[src/rtl/psum_pkg.sv]
// Shared types and lane arithmetic for the partial-sum accumulator.
// Lane helpers work on a fixed 32-bit signed container; callers sign-extend in and truncate out.
package psum_pkg;

   typedef enum logic [1:0] {
      IDLE  = 2'd0,
      ACCUM = 2'd1,
      DRAIN = 2'd2,
      DONE  = 2'd3
   } state_t;

   localparam int LANE_MAX_W = 32;
   localparam int LANE_SUM_W = LANE_MAX_W + 1;

   // Signed add saturated to the range of a w-bit lane (w <= LANE_MAX_W).
   function automatic logic signed [LANE_MAX_W-1:0] lane_sat_add(
      input logic signed [LANE_MAX_W-1:0] a,
      input logic signed [LANE_MAX_W-1:0] b,
      input int                           w
   );
      logic signed [LANE_SUM_W-1:0] sum;
      logic signed [LANE_SUM_W-1:0] hi;
      logic signed [LANE_SUM_W-1:0] lo;
      sum = {a[LANE_MAX_W-1], a} + {b[LANE_MAX_W-1], b};
      hi  = (LANE_SUM_W'(1) <<< (w - 1)) - LANE_SUM_W'(1);
      lo  = -hi - LANE_SUM_W'(1);
      if (sum > hi) begin
         return hi[LANE_MAX_W-1:0];
      end else if (sum < lo) begin
         return lo[LANE_MAX_W-1:0];
      end
      return sum[LANE_MAX_W-1:0];
   endfunction

   function automatic logic signed [LANE_MAX_W-1:0] lane_relu(
      input logic signed [LANE_MAX_W-1:0] v,
      input logic                         en
   );
      return (en && (v < 0)) ? '0 : v;
   endfunction

endpackage

[src/rtl/psum_buf.sv]
// Accumulation buffer: depth words, one combinational read port, one synchronous write port.
// No reset: every entry is written on pass 0 before it is ever read.
module psum_buf #(
   parameter int depth = 16,
   parameter int width = 128,
   parameter int AW    = $clog2(depth)
) (
   input  logic             clk,
   input  logic             wr_en,
   input  logic [AW-1:0]    wr_addr,
   input  logic [width-1:0] wr_data,
   input  logic [AW-1:0]    rd_addr,
   output logic [width-1:0] rd_data
);

   logic [width-1:0] mem_q [depth];

   always_ff @(posedge clk) begin
      if (wr_en) begin
         mem_q[wr_addr] <= wr_data;
      end
   end

   assign rd_data = mem_q[rd_addr];

endmodule

[src/rtl/psum_accum.sv]
// Multi-pass partial-sum accumulator: sums passes of psum words into a buffer,
// then drains the buffer (optionally ReLU'd) through a valid/ready port.
module psum_accum
   import psum_pkg::*;
#(
   parameter  int col     = 8,
   parameter  int psum_bw = 16,
   parameter  int depth   = 16,
   localparam int AW      = $clog2(depth),
   localparam int W       = psum_bw * col
) (
   input  logic          clk,
   input  logic          reset,
   input  logic          start,
   input  logic [AW:0]   cfg_rows,
   input  logic [7:0]    cfg_passes,
   input  logic          cfg_relu,
   input  logic          in_valid,
   input  logic [W-1:0]  in_data,
   output logic          in_ready,
   output logic          out_valid,
   output logic [W-1:0]  out_data,
   input  logic          out_ready,
   output logic          busy,
   output logic          done
);

   localparam logic [AW:0] DEPTH_C = (AW + 1)'(depth);

   state_t        state_q, state_d;
   logic [AW-1:0] row_q, row_d;
   logic [7:0]    pass_q, pass_d;
   logic [AW:0]   rows_q, rows_d;
   logic [7:0]    passes_q, passes_d;
   logic          relu_q, relu_d;

   logic [W-1:0]  rd_word;
   logic [W-1:0]  wr_word;
   logic [W-1:0]  drain_word;
   logic          xfer;
   logic          last_row;
   logic          last_pass;

   assign xfer      = (state_q == ACCUM) && in_valid;
   assign last_row  = ({1'b0, row_q} == (rows_q - 1'b1));
   assign last_pass = (pass_q == (passes_q - 8'd1));

   psum_buf #(
      .depth (depth),
      .width (W),
      .AW    (AW)
   ) u_buf (
      .clk     (clk),
      .wr_en   (xfer),
      .wr_addr (row_q),
      .wr_data (wr_word),
      .rd_addr (row_q),
      .rd_data (rd_word)
   );

   // Pass 0 overwrites stale buffer contents; later passes saturate-add per lane.
   for (genvar i = 0; i < col; i++) begin : g_lane
      logic [psum_bw-1:0] sum_lane;
      assign sum_lane = psum_bw'(lane_sat_add(
                           LANE_MAX_W'($signed(rd_word[psum_bw*i +: psum_bw])),
                           LANE_MAX_W'($signed(in_data[psum_bw*i +: psum_bw])),
                           psum_bw));
      assign wr_word[psum_bw*i +: psum_bw] =
         (pass_q == 8'd0) ? in_data[psum_bw*i +: psum_bw] : sum_lane;
      assign drain_word[psum_bw*i +: psum_bw] = psum_bw'(lane_relu(
         LANE_MAX_W'($signed(rd_word[psum_bw*i +: psum_bw])), relu_q));
   end

   always_ff @(posedge clk or posedge reset) begin
      if (reset) begin
         state_q  <= IDLE;
         row_q    <= '0;
         pass_q   <= '0;
         rows_q   <= '0;
         passes_q <= '0;
         relu_q   <= 1'b0;
      end else begin
         state_q  <= state_d;
         row_q    <= row_d;
         pass_q   <= pass_d;
         rows_q   <= rows_d;
         passes_q <= passes_d;
         relu_q   <= relu_d;
      end
   end

   // A zero-length job skips straight to DONE so the caller still sees a done pulse.
   always_comb begin
      state_d  = state_q;
      row_d    = row_q;
      pass_d   = pass_q;
      rows_d   = rows_q;
      passes_d = passes_q;
      relu_d   = relu_q;
      unique case (state_q)
         IDLE: begin
            if (start) begin
               rows_d   = (cfg_rows > DEPTH_C) ? DEPTH_C : cfg_rows;
               passes_d = cfg_passes;
               relu_d   = cfg_relu;
               row_d    = '0;
               pass_d   = '0;
               state_d  = ((cfg_rows == '0) || (cfg_passes == 8'd0)) ? DONE : ACCUM;
            end
         end
         ACCUM: begin
            if (xfer) begin
               if (last_row) begin
                  row_d  = '0;
                  pass_d = pass_q + 8'd1;
                  if (last_pass) begin
                     state_d = DRAIN;
                  end
               end else begin
                  row_d = row_q + 1'b1;
               end
            end
         end
         DRAIN: begin
            if (out_ready) begin
               if (last_row) begin
                  state_d = DONE;
               end else begin
                  row_d = row_q + 1'b1;
               end
            end
         end
         DONE: begin
            state_d = IDLE;
         end
         default: begin
            state_d = IDLE;
         end
      endcase
   end

   assign in_ready  = (state_q == ACCUM);
   assign out_valid = (state_q == DRAIN);
   assign out_data  = (state_q == DRAIN) ? drain_word : '0;
   assign busy      = (state_q != IDLE);
   assign done      = (state_q == DONE);

endmodule

[config.mk]
export PLATFORM = sky130hd
export DESIGN_NAME = psum_accum
export DESIGN_NICKNAME = d
export VERILOG_FILES = /design/src/rtl/psum_pkg.sv /design/src/rtl/psum_buf.sv /design/src/rtl/psum_accum.sv
export SDC_FILE = /design/constraint.sdc
export NUM_CORES = 2
export LEC_CHECK = 0
export BUFFER_PORTS_ARGS = -buffer_cell sky130_fd_sc_hd__buf_4
export CAP_MARGIN = 25
export CORE_UTILIZATION = 55
export DETAILED_ROUTE_END_ITERATION = 10
export GPL_TIMING_DRIVEN = 0
export PLACE_DENSITY = 0.75
export SLEW_MARGIN = 15
export SYNTH_ARGS = -nofsm -noshare
export SYNTH_HDL_FRONTEND = slang
export SYNTH_SLANG_ARGS = --single-unit
[constraint.sdc]
create_clock -name clk -period 5.5 [get_ports clk]
set_input_delay 0.825 -clock clk [delete_from_list [all_inputs] [get_ports clk]]
set_output_delay 0.825 -clock clk [all_outputs]
set_load 0.03 [all_outputs]
==> summary.txt <==
min cycle time layout - 5.592 ns
#FFs+latches synth - 2076
fin area - 102800 um2
Slew headroom - 27.90%
status - finished, violations left
Placer Congestion - 0.8966
ys async rst share - 1.349%
Syn Std Cell Area - 87500 um2
Crit Path Category - register to register
Clock Sinks - 2076
CP Data Arrival Time - 6.05 ns
M3 GR Usage - 5.583%
Die Y-Extent - 400.9 um
syn avg cell area - 19.88 um2
starting DRC count in detailed routing - 6742
WP buf/inv - 6
Buffers on Ports - 278
ANT nets after route - 0
Worst-Margin Slew - 1.074 ns
CP startpoint kind - register
reg2reg path depth - 16
Congestion Overflow GR - 0
Stages on worst setup path - 16
placed cell count - 6848
non-filler instance count after layout - 7264
period utilization - 101.7%
post-synth cell types - 95
Die Span X - 400.9 um
Hold Vio Cnt, Final - 0
busiest grt layer - met2
Area growth syn-to-layout - 17.45%
commonest non-fill, non-tap cell in the layout - edfxtp_1
Die ar. - 160700 um2
Post-synth EDFFs - 2048
fillers - 10094
Initial Util - 55.31%
vias in the first global route - 48636
CP max stage cell - o21ai_1
largest net degree at the start of global routing - 41
Post-DP Area - 94220 um2
drt pass-1 iters - 6
hold buffers post-CTS - 0
H-tree Lvls - 4
# DRC - 0
fmax - 178.8 MHz
commonest register cell after synthesis - edfxtp_1
yosys warns - 0
Pleak - 33.26 nW
most frequent cells in the layout - edfxtp_1, mux4_2, buf_4
detailed-route wire length per cell - 33.50 um
Clock Tree Buf Depth - 3
share of cells above drive strength 1 - 33.13%
Hold WC Path Type - input pin to asynchronous set/reset pin
CTS tree - done
Site Rows - 146
routed vias/inst - 6.687
violated checks - setup timing
Seq/Total Area, Yosys - 71.08%
clk slew on worst S/H paths - 0.07 ns
worst-path cell chain - buf_6 -> buf_12 -> buf_12 -> buf_16 -> buf_4 -> mux4_2 -> mux4_2 -> ha_1 -> and3_1 -> a2111oi_4 -> buf_4 -> o31ai_2 -> nand2_1 -> a41oi_4 -> o21ai_0 -> o21ai_1
Critical Path Sink Type - register
routed vias - 48572
Final nets - 5326
first-pass GRT wire length - 342.1 mm
Syn Inst Count - 4401
PD cells - 587.0 nW/um2
GR Util All Layers - 30.14%
Critical Path Fanout Max - 16
Top-Level Pins - 279
antenna violations before repair - 5
Syn Nets - 4697
final setup fails - 339
Post-Route Setup TNS - -12.25 ns
Crit path required time - 5.96 ns
M2 GR Usage - 49.54%
core area - 158200 um2
met1 usage - 39.80%
Final WS setup - -0.09233 ns
Clock Skews - 0.03556 ns
Root Driver - clkbuf_16
RSZ-0062 raised after global routing - yes
Detailed Place HPWL - 146.9 mm
critical path's largest stage delay - 0.84 ns
pre-CTS WS - -2.022 ns
max-cap viol count - 0
CTS Buf Count - 194
Post-Route WL - 243.3 mm
CP top delay family - compound AO/OA/AOI/OAI gates
Max Slew Vio Count - 0
clk_lat worst skew - 0.83 ns
Worst VDD drop - 0.0003975 V
## kinds of logic after synthesis
kind of cell / Yosys count / synth area share (%)
flops: 2076 / 71.08
buf+inv: 246 / 1.303
xor+xnor: 113 / 1.140
mux: 654 / 16.65
simple gates: 640 / 3.689
compound gates: 506 / 3.736
fa+ha+maj: 166 / 2.404
## repair_timing
| item | CTS | global route |
|---|---|---|
| setup endpoints to repair | 2142 | 1892 |
| pin swaps | 14 | 16 |
| gates resized for setup | 423 | 100 |
| setup buffers | 25 | 31 |
| cloned | 1 | 1 |
## stage by stage
stage	utilization, %	power [mW]	hold slack, ns
after floorplan	-	36.39	0.4726
after global placement	58.27	43.19	0.5066
after detailed placement	59.56	44.38	0.5155
after CTS	64.52	59.20	0.08153
after global routing	64.96	62.25	0.1291
final	64.97	60.33	0.09906
## worst register-to-register path: cells and delay by family (launching register included)
kind / cells / cell delay (ns)
adder cells (fa/ha/maj): 1 / 0.39
multiplexers: 2 / 1.13
AND/OR/NAND/NOR: 2 / 0.41
buffers and inverters: 6 / 1.15
flip-flops: 1 / 0.41
AO/OA/AOI/OAI: 5 / 1.75
## synthesized netlist by cell type (7+ instances only)
master       n  share of area [%]
edfxtp_1  2048                 70
mux4_2     640                 16
nor2_1     178               0.76
and2_1     154                1.1
a21oi_1    150               0.86
ha_1       141                2.0
nand2_1    135               0.58
o21ai_0    126               0.72
buf_2      100               0.57
xnor2_1     68               0.68
clkbuf_1    56               0.24
inv_1       44               0.19
xor2_1      44               0.44
nand3_1     31               0.18
a21o_1      29               0.25
buf_1       29               0.12
dfrtp_1     28               0.80
a211oi_1    25               0.21
nor3_1      25               0.14
nand2b_1    20               0.14
o21ai_1     18               0.10
and3_1      16               0.11
nor2b_1     16               0.11
o21bai_1    15               0.13
o22a_1      15               0.15
a31oi_1     13              0.093
o21a_1      13               0.11
o31ai_1     12               0.10
a21oi_2     10               0.10
maj3_1      10               0.11
mux2_2      10               0.13
o211ai_1    10              0.086
buf_4        8              0.069
buf_6        8               0.10
fa_1         8               0.18
nand4_1      8              0.057
a31o_2       7              0.070
maj3_2       7              0.090
nand3b_1     7              0.060
nor3b_1      7              0.060
nor4b_1      7              0.070
## final timing paths
kind	from	to	slack (ns)
min in group clk	cfg_passes[3]	passes_q[3]	0.25
worst max-delay path	row_q[0]	u_buf.mem_q[13][5]	-0.09
worst max register to register	row_q[0]	u_buf.mem_q[13][5]	-0.09
max in group asynchronous	reset	row_q[1]	4.87
worst min register to register	passes_q[7]	passes_q[7]	0.53
worst min-delay path	reset	rows_q[4]	0.1
## cell type report
cell class	instances	area [um2]	share of cell area [%]
antenna	7	17.52	0.01704
timing repair buffer	433	4720	4.592
clock buffer	252	5209	5.068
clock inverter	99	848.3	0.8254
multi-input combinational	2079	25300	24.62
tap	2072	2592	2.523
inverter	44	165.2	0.1607
sequential	2076	62200	60.52
buffer	202	1723	1.676
## sequential cells by signal, indices dropped and copies added (netlist names)
name and count:
pass_q 8, state_q 2, u_buf.mem_q 2048, relu_q 1, rows_q 5, row_q 4
passes_q 8
## report_power, final
part	total [mW]	switching, mW	internal, mW
sequential	22.5	0.184	22.3
clock	13.0	5.79	7.23
combinational	24.8	15.8	9.01
## per-layer routing
layer	share of wire [%]	routed length, um	vias to the layer above
met1	36	87340	25320
met4	4.4	10660	6
met5	0.074	181	-
met3	10	24730	524
li1	-	-	19562
met2	49	120400	3160
No activity file was read; power rests on OpenSTA's default activity.
